===== src/rtl/seq_alu_core.sv =====
// seq_alu_core: clocked, parametrised ALU launched by active-low push-buttons.
// Button presses are synchronised and edge-detected, then one operation runs per press.
// mul/div/mod run iteratively over N cycles; all other ops complete in one cycle.
// Optional feature macro: ACC_CHAIN_EN (mode 11 becomes an accumulator bank).
module seq_alu_core #(
    parameter int N = 4
) (
    input  logic         clk,
    input  logic         rst_n,
    input  logic [N-1:0] A_num,
    input  logic [N-1:0] B_num,
    input  logic [3:0]   operations_buttons,
    input  logic [1:0]   change_mode,
    output logic [N-1:0] result,
    output logic [3:0]   flags,
    output logic         err,
    output logic         busy,
    output logic         done
);
    localparam int            CW       = $clog2(N + 1);
    localparam logic [CW-1:0] LAST_CNT = CW'(N - 1);
    localparam logic [N:0]    N_V      = (N + 1)'(N);

    localparam logic [3:0] OP_ADD = 4'd0,  OP_SUB = 4'd1,  OP_MUL = 4'd2,  OP_DIV  = 4'd3;
    localparam logic [3:0] OP_MOD = 4'd4,  OP_AND = 4'd5,  OP_XOR = 4'd6,  OP_OR   = 4'd7;
    localparam logic [3:0] OP_SHL = 4'd8,  OP_SHR = 4'd9,  OP_ASR = 4'd10, OP_ROTL = 4'd11;
    localparam logic [3:0] OP_CLR = 4'd12, OP_ILL = 4'd15;

    typedef enum logic [1:0] {S_IDLE, S_EXEC, S_ITER} state_t;

    state_t         state_q, state_d;
    logic [3:0]     sync1_q, sync2_q, prev_q;
    logic [3:0]     press;
    logic [1:0]     btn_idx;
    logic           launch;
    logic [1:0]     mode_q, btn_q;
    logic [N-1:0]   a_q, b_q;
    logic [3:0]     op_kind;
    logic           op_iter;
    logic [2*N-1:0] work_q, work_d;
    logic [CW-1:0]  cnt_q, cnt_d;
    logic [N-1:0]   result_q, result_d;
    logic [3:0]     flags_q, flags_d;
    logic           err_q, err_d, done_q, done_d;

    // single-cycle datapath signals
    logic [N-1:0]   alu_r;
    logic           alu_c, alu_v;
    logic [N:0]     add_w, sub_w, shl_w, shr_w, asr_w, rot_amt;
    logic           big_shift;

    // iterative datapath signals
    logic [N:0]     mul_sum, div_shift;
    logic [N-1:0]   div_diff;
    logic [2*N-1:0] mul_step, div_step, iter_next;
    logic [N-1:0]   fin_r;
    logic           fin_cv;

    // Two-flop synchroniser plus previous-value register for falling-edge detect.
    always_ff @(posedge clk) begin
        if (!rst_n) begin
            sync1_q <= '1;
            sync2_q <= '1;
            prev_q  <= '1;
        end else begin
            sync1_q <= operations_buttons;
            sync2_q <= sync1_q;
            prev_q  <= sync2_q;
        end
    end

    assign press  = prev_q & ~sync2_q;
    assign launch = (state_q == S_IDLE) && (press != 4'b0000);

    // Lowest-index press wins when several buttons fall in the same cycle.
    always_comb begin
        btn_idx = 2'd3;
        if (press[0])      btn_idx = 2'd0;
        else if (press[1]) btn_idx = 2'd1;
        else if (press[2]) btn_idx = 2'd2;
    end

    // Latch operands and operation selection at launch.
    always_ff @(posedge clk) begin
        if (!rst_n) begin
            a_q    <= '0;
            b_q    <= '0;
            mode_q <= 2'b00;
            btn_q  <= 2'b00;
        end else if (launch) begin
`ifdef ACC_CHAIN_EN
            a_q    <= (change_mode == 2'b11) ? result_q : A_num;
`else
            a_q    <= A_num;
`endif
            b_q    <= B_num;
            mode_q <= change_mode;
            btn_q  <= btn_idx;
        end
    end

    // Decode bank/button into an operation kind.
    always_comb begin
        op_kind = OP_ILL;
        case ({mode_q, btn_q})
            4'b00_00: op_kind = OP_ADD;
            4'b00_01: op_kind = OP_SUB;
            4'b00_10: op_kind = OP_MUL;
            4'b00_11: op_kind = OP_DIV;
            4'b01_00: op_kind = OP_MOD;
            4'b01_01: op_kind = OP_AND;
            4'b01_10: op_kind = OP_XOR;
            4'b01_11: op_kind = OP_OR;
            4'b10_00: op_kind = OP_SHL;
            4'b10_01: op_kind = OP_SHR;
            4'b10_10: op_kind = OP_ASR;
            4'b10_11: op_kind = OP_ROTL;
`ifdef ACC_CHAIN_EN
            4'b11_00: op_kind = OP_ADD;
            4'b11_01: op_kind = OP_SUB;
            4'b11_10: op_kind = OP_MUL;
            4'b11_11: op_kind = OP_CLR;
`endif
            default:  op_kind = OP_ILL;
        endcase
        op_iter = (op_kind == OP_MUL) || (op_kind == OP_DIV) || (op_kind == OP_MOD);
    end

    // Single-cycle ALU; shifts are widened by one bit so the carry falls out naturally.
    always_comb begin
        alu_r     = '0;
        alu_c     = 1'b0;
        alu_v     = 1'b0;
        add_w     = {1'b0, a_q} + {1'b0, b_q};
        sub_w     = {1'b0, a_q} - {1'b0, b_q};
        shl_w     = {1'b0, a_q} << b_q;
        shr_w     = {a_q, 1'b0} >> b_q;
        asr_w     = $signed({a_q, 1'b0}) >>> b_q;
        rot_amt   = {1'b0, b_q} % N_V;
        big_shift = ({1'b0, b_q} >= N_V);
        case (op_kind)
            OP_ADD: begin
                alu_r = add_w[N-1:0];
                alu_c = add_w[N];
                alu_v = (a_q[N-1] == b_q[N-1]) && (add_w[N-1] != a_q[N-1]);
            end
            OP_SUB: begin
                alu_r = sub_w[N-1:0];
                alu_c = ~sub_w[N];
                alu_v = (a_q[N-1] != b_q[N-1]) && (sub_w[N-1] != a_q[N-1]);
            end
            OP_AND: alu_r = a_q & b_q;
            OP_XOR: alu_r = a_q ^ b_q;
            OP_OR:  alu_r = a_q | b_q;
            OP_SHL: if (!big_shift) {alu_c, alu_r} = shl_w;
            OP_SHR: if (!big_shift) {alu_r, alu_c} = shr_w;
            OP_ASR: begin
                if (big_shift) alu_r = {N{a_q[N-1]}};
                else           {alu_r, alu_c} = asr_w;
            end
            OP_ROTL: begin
                alu_r = (a_q << rot_amt) | (a_q >> (N_V - rot_amt));
                alu_c = big_shift ? 1'b0 : shl_w[N];
            end
            default: ;
        endcase
    end

    // One step of shift-add multiply or restoring divide on the shared work register.
    always_comb begin
        mul_sum   = {1'b0, work_q[2*N-1:N]} + {1'b0, a_q};
        mul_step  = work_q[0] ? {mul_sum, work_q[N-1:1]} : {1'b0, work_q[2*N-1:1]};
        div_shift = {work_q[2*N-1:N], work_q[N-1]};
        div_diff  = div_shift[N-1:0] - b_q;
        if (div_shift >= {1'b0, b_q}) div_step = {div_diff, work_q[N-2:0], 1'b1};
        else                          div_step = {div_shift[N-1:0], work_q[N-2:0], 1'b0};
        iter_next = (op_kind == OP_MUL) ? mul_step : div_step;
        fin_cv    = 1'b0;
        if (op_kind == OP_MUL) begin
            fin_r  = iter_next[N-1:0];
            fin_cv = (iter_next[2*N-1:N] != '0);
        end else if (b_q == '0) begin
            fin_r  = (op_kind == OP_DIV) ? {N{1'b1}} : a_q;
        end else begin
            fin_r  = (op_kind == OP_DIV) ? iter_next[N-1:0] : iter_next[2*N-1:N];
        end
    end

    // FSM state register.
    always_ff @(posedge clk) begin
        if (!rst_n) state_q <= S_IDLE;
        else        state_q <= state_d;
    end

    // FSM next-state logic.
    always_comb begin
        state_d = state_q;
        case (state_q)
            S_IDLE:  if (launch) state_d = S_EXEC;
            S_EXEC:  state_d = op_iter ? S_ITER : S_IDLE;
            S_ITER:  if (cnt_q == LAST_CNT) state_d = S_IDLE;
            default: state_d = S_IDLE;
        endcase
    end

    // FSM output logic: next values of the result, flags and iteration registers.
    always_comb begin
        result_d = result_q;
        flags_d  = flags_q;
        err_d    = err_q;
        done_d   = 1'b0;
        work_d   = work_q;
        cnt_d    = cnt_q;
        case (state_q)
            S_EXEC: begin
                if (op_iter) begin
                    work_d = (op_kind == OP_MUL) ? {{N{1'b0}}, b_q} : {{N{1'b0}}, a_q};
                    cnt_d  = '0;
                end else begin
                    done_d = 1'b1;
                    if (op_kind == OP_ILL) begin
                        flags_d = 4'b0000;
                        err_d   = 1'b1;
                    end else begin
                        result_d = alu_r;
                        flags_d  = {alu_r[N-1], (alu_r == '0), alu_c, alu_v};
                        err_d    = 1'b0;
                    end
                end
            end
            S_ITER: begin
                work_d = iter_next;
                cnt_d  = cnt_q + CW'(1);
                if (cnt_q == LAST_CNT) begin
                    done_d   = 1'b1;
                    result_d = fin_r;
                    flags_d  = {fin_r[N-1], (fin_r == '0), fin_cv, fin_cv};
                    err_d    = (op_kind != OP_MUL) && (b_q == '0);
                end
            end
            default: ;
        endcase
    end

    // Result, flag and iteration registers.
    always_ff @(posedge clk) begin
        if (!rst_n) begin
            result_q <= '0;
            flags_q  <= 4'b0000;
            err_q    <= 1'b0;
            done_q   <= 1'b0;
            work_q   <= '0;
            cnt_q    <= '0;
        end else begin
            result_q <= result_d;
            flags_q  <= flags_d;
            err_q    <= err_d;
            done_q   <= done_d;
            work_q   <= work_d;
            cnt_q    <= cnt_d;
        end
    end

    assign result = result_q;
    assign flags  = flags_q;
    assign err    = err_q;
    assign done   = done_q;
    assign busy   = (state_q == S_ITER);

endmodule


===== config.mk =====
export PLATFORM = sky130hd
export DESIGN_NAME = seq_alu_core
export DESIGN_NICKNAME = d
export VERILOG_FILES = /design/src/rtl/seq_alu_core.sv
export SDC_FILE = /design/constraint.sdc
export NUM_CORES = 1
export LEC_CHECK = 0
export ABC_AREA = 0
export CORE_AREA = 2 2 69 136
export DETAILED_ROUTE_END_ITERATION = 10
export DIE_AREA = 0 0 71 138
export GPL_TIMING_DRIVEN = 0
export PLACE_DENSITY_LB_ADDON = 0.25
export SYNTH_ARGS = -nofsm -noshare
export SYNTH_HDL_FRONTEND = slang
export SYNTH_SLANG_ARGS = --single-unit

===== constraint.sdc =====
create_clock -name clk -period 3 [get_ports clk]
set_input_delay 0.3 -clock clk [delete_from_list [all_inputs] [get_ports clk]]
set_output_delay 0.3 -clock clk [all_outputs]
set_load 0.03 [all_outputs]

==> qor.yml, run 1 <==
dr.pass1.iters: 5
crit_buf_inv: 4
min_path_cells: 2
synth_enable_flop_cells: 0
post-synth-top-area-fraction_pct: 27.7
rsz0062_at_grt: "false"
cts_tree: "done"
r2r-start: "b_q[1]"
hold_class: "in2reg"
drt-total-wl_um: 10800
top_cells_by_area_synth: "sky130_fd_sc_hd__dfxtp_1, sky130_fd_sc_hd__ha_1, sky130_fd_sc_hd__mux2i_1"
worstHoldStart: "rst_n"
total_routing_usage_reported_by_global_routing_pct: 22.9
post_synth_fa_ha_maj_area_fraction_pct: 11.7
synthArstFlopShare_pct: 0
post_synthesis_sequential_area_ratio_pct: 27.7
clk-insertion-delay-late_ns: 0.30
clkSinkCount: 51
pre_cts_slack_ns: -0.484
reg2reg_slack_ns: 0.16
post-place-cells: 573
antenna_found_initial: 0
floorplan.die.height_um: 138
timing.max_cap.violations: 0
first_global_vias: 3422
die_outline_area_um2: 9800
dr_iter_0_viols: 202
fraction_of_the_mapped_netlist_area_in_compound_gates_pct: 20.9
dominant_combinational_cell_family_by_area_after_synthesis: "compound AO/OA/AOI/OAI gates"
power.leakage_nw: 1.74
routed-via-count: 3389
core_um2: 8890
finalWorstSetupSlack_ns: 0.158
floorplan.rows: 49
yosys.cell_count.top_type: "sky130_fd_sc_hd__dfxtp_1"
grt_start_max_net_pins: 18
critical_path.endpoint_type: "flop"
synth_mux_area_share_pct: 10.2
nets: 530
synth-seq-cells: 51
num_io_pins: 27
post_drt_wl_per_cell_um: 18.4
post-layout-total-power_mw: 2.09
final-setup-viol-count: 0
postSynthAreaPerCell_um2: 8.27
netlist_instances: 446
pwr_density_cell_nw_per_um2: 486
synth.cells.most_frequent: "sky130_fd_sc_hd__dfxtp_1, sky130_fd_sc_hd__nor2_1, sky130_fd_sc_hd__nand2_1"
route.detailed.drc: 0
worst-setup-path-type: "reg2reg"
reg2regPathDepth: 11
num_antenna_cells: 0
place.port_buffers: 25
fin_cells: 585
tightestPinTransition_ns: 1.03
critical_path_required_ns: 3.21
critical_path.startpoint_type: "flop"
start_util_pct: 41.5
layout_worst_path_cycle_share_pct: 94.7
routedLengthMet1_um: 3850
cpLargestDelayFamily: "compound AO/OA/AOI/OAI gates"
timing.final.crit_period_ns: 2.84
cell_taking_the_most_area_after_synthesis: "sky130_fd_sc_hd__dfxtp_1"
timing.critical_path.arrival_ns: 3.05
timing.rr.end: "flags[2]"
layout-drive-gt1-share_pct: 12.8
clock-root-buffer: "sky130_fd_sc_hd__clkbuf_16"
cts-htree-levels: 2
vdd_drop_max_mv: 0.451
detailroute.wirelength.met2_um: 5820
max-clock-path-buffers: 2
crit_path_top_delay_cell: "sky130_fd_sc_hd__dfxtp_2"
clock.fmax_mhz: 352
grt_overflow_total: 0
wl_met3_um: 396
dp_hpwl_um: 8350
synth_area_um2: 3690
synth_xor_area_share_pct: 1.66
run_status: "complete, no violations"
timing.max_slew.rel_slack_pct: 29.4
synth-warning-count: 0
timing.hold.worst_endpoint: "sync2_q[3]"
die_x_um: 71
route.top_layer_used: "met4"
postSynthNetCount: 494
tritoncts.num_buffers: 5
netlist-cell-type-count: 69
finalHoldViolations: 0
route.detailed.vias_per_inst: 5.79
area_growth_syn_to_layout_pct: 16.6
finalClockSkew_ns: 0.00421
largest_driver_fanout_on_the_critical_path: 10
timing.critical_path.cells: "buf_4, clkinvlp_4, ha_1, inv_1, o21ai_1, and2_1, buf_6, mux2i_4, o221a_2, or3b_1, o31ai_2"
gp_congestion: 1.01
timing.final.max_slew_violations: 0
yosys.area_share.simple_pct: 20.6
dominantRegCellSynth: "sky130_fd_sc_hd__dfxtp_1"
clk_pin_slew_ns: 0.07
critical-path-max-stage-delay_ns: 0.40
nFillCells: 867
wire_length_of_the_first_global_routing_pass_um: 17700
antenna_left: 0
-- registers in the layout (all words and copies together), names as in the netlist, 3 cells and up --
name     flops
work_q       8
a_q          4
b_q          4
flags        4
op_kind      4
prev_q       4
result       4
sync1_q      4
sync2_q      4
cnt_q        3
-- per-layer routing --
layer | GRT usage (%) | vias up
li1 | - | 1656
met1 | 23.7 | 1598
met2 | 42.3 | 95
met3 | 2.55 | 40
met4 | 14.3 | 0
met5 | 0 | -
-- worst max path at each step --
stage                start  cells past startpoint         to  slack (ns)
finish              b_q[1]                     11   flags[2]        0.16
global placement    b_q[1]                     11   flags[2]       -0.40
global route        b_q[1]                     11   flags[2]        0.02
CTS                 b_q[0]                     10  result[0]        0.07
detailed placement  b_q[1]                     11   flags[2]       -0.48
floorplan           b_q[1]                     11   flags[2]        0.26
-- report_power, final --
| part | total, mW | internal (mW) | switching (mW) |
|---|---|---|---|
| Combinational | 0.742 | 0.318 | 0.424 |
| Sequential | 0.776 | 0.725 | 0.0510 |
| Clock | 0.572 | 0.312 | 0.260 |
-- cell families (layout without fill, tap and decap cells) --
group                    count (synthesis)  in the layout
AND/OR/NAND/NOR                        152            152
multiplexers                            33             33
flip-flops                              51             51
XOR/XNOR                                 7              7
AO/OA/AOI/OAI                          114            114
adder cells (fa/ha/maj)                 32             32
buffers and inverters                   57             94
-- placed cells by master (no fill, tap or decap), drive strengths merged, types with 4 or more instances in the layout --
| cell | n |
|---|---|
| nand2b | 15 |
| inv | 29 |
| a21oi | 30 |
| nor2 | 48 |
| buf | 18 |
| or3b | 4 |
| clkdlybuf4s50 | 25 |
| mux2i | 25 |
| nor3 | 9 |
| dfxtp | 51 |
| ha | 28 |
| nor4 | 5 |
| clkbuf | 19 |
| a211oi | 11 |
| o21ai | 21 |
| xor2 | 4 |
| a21o | 9 |
| nor2b | 8 |
| mux2 | 5 |
| nand2 | 35 |
| fa | 4 |
| and2 | 4 |
| nand3 | 8 |
| a31oi | 7 |
-- area by class of cell --
type / count / area (um2) / share of cell area, %
tap: 102 / 128 / 2.97
buffer: 28 / 168 / 3.90
multi-input combinational: 338 / 2440 / 56.7
inverter: 29 / 113 / 2.62
sequential: 51 / 1030 / 23.9
timing repair buffer: 29 / 280 / 6.52
clock buffer: 5 / 125 / 2.91
clock inverter: 3 / 22.5 / 0.524
-- through the flow --
stage | cell area (um2) | setup TNS [ns] | utilization (%) | hold WS [ns]
after floorplan | 3690 | 0 | - | 0.386
after global placement | 4070 | -1.98 | 45.7 | 0.392
after detailed placement | 4070 | -2.89 | 45.7 | 0.395
after CTS | 4260 | 0 | 48.0 | 0.197
after global routing | 4300 | 0 | 48.4 | 0.192
final | 4300 | 0 | 48.4 | 0.203
-- worst register-to-register path: stages, from the launching register on --
cell and delay (ns):
sky130_fd_sc_hd__dfxtp_2 0.40, sky130_fd_sc_hd__buf_4 0.21, sky130_fd_sc_hd__clkinvlp_4 0.18, sky130_fd_sc_hd__ha_1 0.34, sky130_fd_sc_hd__inv_1 0.05, sky130_fd_sc_hd__o21ai_1 0.20, sky130_fd_sc_hd__and2_1 0.18, sky130_fd_sc_hd__buf_6 0.14
sky130_fd_sc_hd__mux2i_4 0.27, sky130_fd_sc_hd__o221a_2 0.24, sky130_fd_sc_hd__or3b_1 0.36, sky130_fd_sc_hd__o31ai_2 0.19
-- what timing repair did --
item / 4_1_cts / 5_1_grt
setup endpoints to repair: 12 / 6
buffers inserted: 4 / 0
hold buffers: 0 / 0
gates resized for setup: 8 / 11
Note: power is estimated with default switching activity, not from simulation.
==> run 2: changes to the inputs <==
--- a/config.mk
+++ b/config.mk
@@ -11,6 +11,7 @@
 export DIE_AREA = 0 0 71 138
 export GPL_TIMING_DRIVEN = 0
 export PLACE_DENSITY_LB_ADDON = 0.25
+export SETUP_SLACK_MARGIN = 0.05
 export SYNTH_ARGS = -nofsm -noshare
 export SYNTH_HDL_FRONTEND = slang
 export SYNTH_SLANG_ARGS = --single-unit
==> run 2 against run 1 <==
Net effect: sequential share of layout area about the same; routed wire length decreased by 0.17%; combinational power about the same; clock skew increased by 0.0022 ns; utilization increased by 0.056 points; clock-buffer cell count unchanged; setup slack improved by 0.037 ns; via count increased by 0.71%; critical path type unchanged; largest power group unchanged.
==> qor.yml, run 2 (synthesis gave the netlist of run 1 again) <==
run_status: "complete, no violations"
rsz0062_at_grt: "false"
pre_cts_slack_ns: -0.484
total_routing_usage_reported_by_global_routing_pct: 22.9
timing.final.crit_period_ns: 2.81
dr.pass1.iters: 4
antenna_left: 0
finalClockSkew_ns: 0.00643
clkSinkCount: 51
nets: 530
route.detailed.drc: 0
wire_length_of_the_first_global_routing_pass_um: 17700
largest_register_by_flop_count: "work_q"
final_cell_mix: "sky130_fd_sc_hd__nor2_1, sky130_fd_sc_hd__dfxtp_1, sky130_fd_sc_hd__nand2_1"
layout-drive-gt1-share_pct: 13.0
clock-root-buffer: "sky130_fd_sc_hd__clkbuf_16"
largest_register_ff_count: 8
place.port_buffers: 25
layout_worst_path_cycle_share_pct: 93.5
floorplan.rows: 49
clk_pin_slew_ns: 0.07
floorplan.die.height_um: 138
grt_start_max_net_pins: 18
routed-via-count: 3413
critical_path.startpoint_type: "flop"
cts_tree: "done"
pwr_density_cell_nw_per_um2: 487
gp_congestion: 1.01
worst-setup-path-type: "reg2reg"
nFillCells: 866
core_um2: 8890
timing.max_slew.rel_slack_pct: 51.2
route.detailed.vias_per_inst: 5.83
timing.max_cap.violations: 0
num_antenna_cells: 0
tritoncts.num_buffers: 5
clk-insertion-delay-late_ns: 0.30
post_drt_wl_per_cell_um: 18.4
dr_iter_0_viols: 202
hold_buffers: 0
setup-tns-final_ns: 0
clock.fmax_mhz: 357
area_growth_syn_to_layout_pct: 16.8
largest_driver_fanout_on_the_critical_path: 10
critical_path.endpoint_type: "flop"
tightestPinTransition_ns: 0.714
vdd_drop_max_mv: 0.451
max-clock-path-buffers: 2
mostFrequentLayoutCell: "sky130_fd_sc_hd__nor2_1"
cts-htree-levels: 2
first_global_vias: 3430
grt_overflow_total: 0
num_io_pins: 27
die_outline_area_um2: 9800
critical_path_required_ns: 3.21
die_x_um: 71
power.leakage_nw: 1.75
final-setup-viol-count: 0
sequential_cell_area_um2: 1030
antenna_found_initial: 0
area_of_combinational_cells_with_multiple_inputs_um2: 2440
timing.final.max_slew_violations: 0
finalHoldViolations: 0
drt-total-wl_um: 10800
hold_class: "in2reg"
timing.critical_path.arrival_ns: 3.02
dp_hpwl_um: 8350
finalWorstSetupSlack_ns: 0.195
start_util_pct: 41.5
run 2: cell count changes in the layout (fill, tap and decap cells not counted):
cell and delta:
sky130_fd_sc_hd__dfxtp_1 -1, sky130_fd_sc_hd__dfxtp_2 +1, sky130_fd_sc_hd__clkbuf_4 -1, sky130_fd_sc_hd__buf_6 +1
run 2: area by class of cell:
cell class / instances / share of cell area [%]
inverter: 29 / 2.62
clock inverter: 3 / 0.523
multi-input combinational: 338 / 56.6
clock buffer: 5 / 2.91
buffer: 28 / 3.98
timing repair buffer: 29 / 6.51
tap: 102 / 2.96
sequential: 51 / 23.9
run 2: path summary, 6_finish.rpt:
path	start	to	slack [ns]	cells after the start
min reg2reg	sync1_q[3]	sync2_q[3]	0.41	1
max	b_q[1]	flags[2]	0.19	11
min	rst_n	sync2_q[3]	0.20	2
max reg2reg	b_q[1]	flags[2]	0.19	11
run 2: per-layer routing:
| layer | track usage, % | part of all wire (%) | up-vias | routed length, um |
|---|---|---|---|---|
| li1 | - | - | 1652 | - |
| met1 | 23.8 | 36 | 1611 | 3860 |
| met2 | 41.9 | 53 | 107 | 5740 |
| met3 | 2.55 | 3.4 | 43 | 370 |
| met4 | 15.0 | 7.4 | 0 | 796 |
| met5 | 0 | 0 | - | 0 |
run 2: through the flow:
step / hold WS (ns) / util (%) / power [mW] / cell area [um2] / std cells
finish: 0.203 / 48.4 / 2.10 / 4310 / 585
global route: 0.192 / 48.4 / 2.22 / 4310 / 585
CTS: 0.197 / 48.0 / 2.09 / 4270 / 585
detailed placement: 0.395 / 45.7 / 1.49 / 4070 / 573
global placement: 0.392 / 45.7 / 1.48 / 4070 / 573
floorplan: 0.386 / - / 1.28 / 3690 / 446
run 2: report_power, final:
part           leakage, nW  switching [mW]  total (mW)  internal [mW]
Sequential           0.419          0.0511       0.776          0.725
Clock               0.0742           0.265       0.577          0.312
Combinational         1.25           0.425       0.744          0.319
Total                 1.75           0.741        2.10           1.36
run 2: worst max-delay path: stages, from the launching register on:
cell,delay (ns)
sky130_fd_sc_hd__dfxtp_2,0.41
sky130_fd_sc_hd__buf_6,0.18
sky130_fd_sc_hd__clkinvlp_4,0.16
sky130_fd_sc_hd__ha_1,0.34
sky130_fd_sc_hd__inv_1,0.05
sky130_fd_sc_hd__o21ai_1,0.20
sky130_fd_sc_hd__and2_1,0.18
sky130_fd_sc_hd__buf_6,0.14
sky130_fd_sc_hd__mux2i_4,0.27
sky130_fd_sc_hd__o221a_2,0.24
sky130_fd_sc_hd__or3b_1,0.36
sky130_fd_sc_hd__o31ai_2,0.19
run 2: timing repair:
action / 4_1_cts / 5_1_grt
setup buffers: 4 / 0
setup endpoints to repair: 13 / 8
resized for setup: 9 / 13
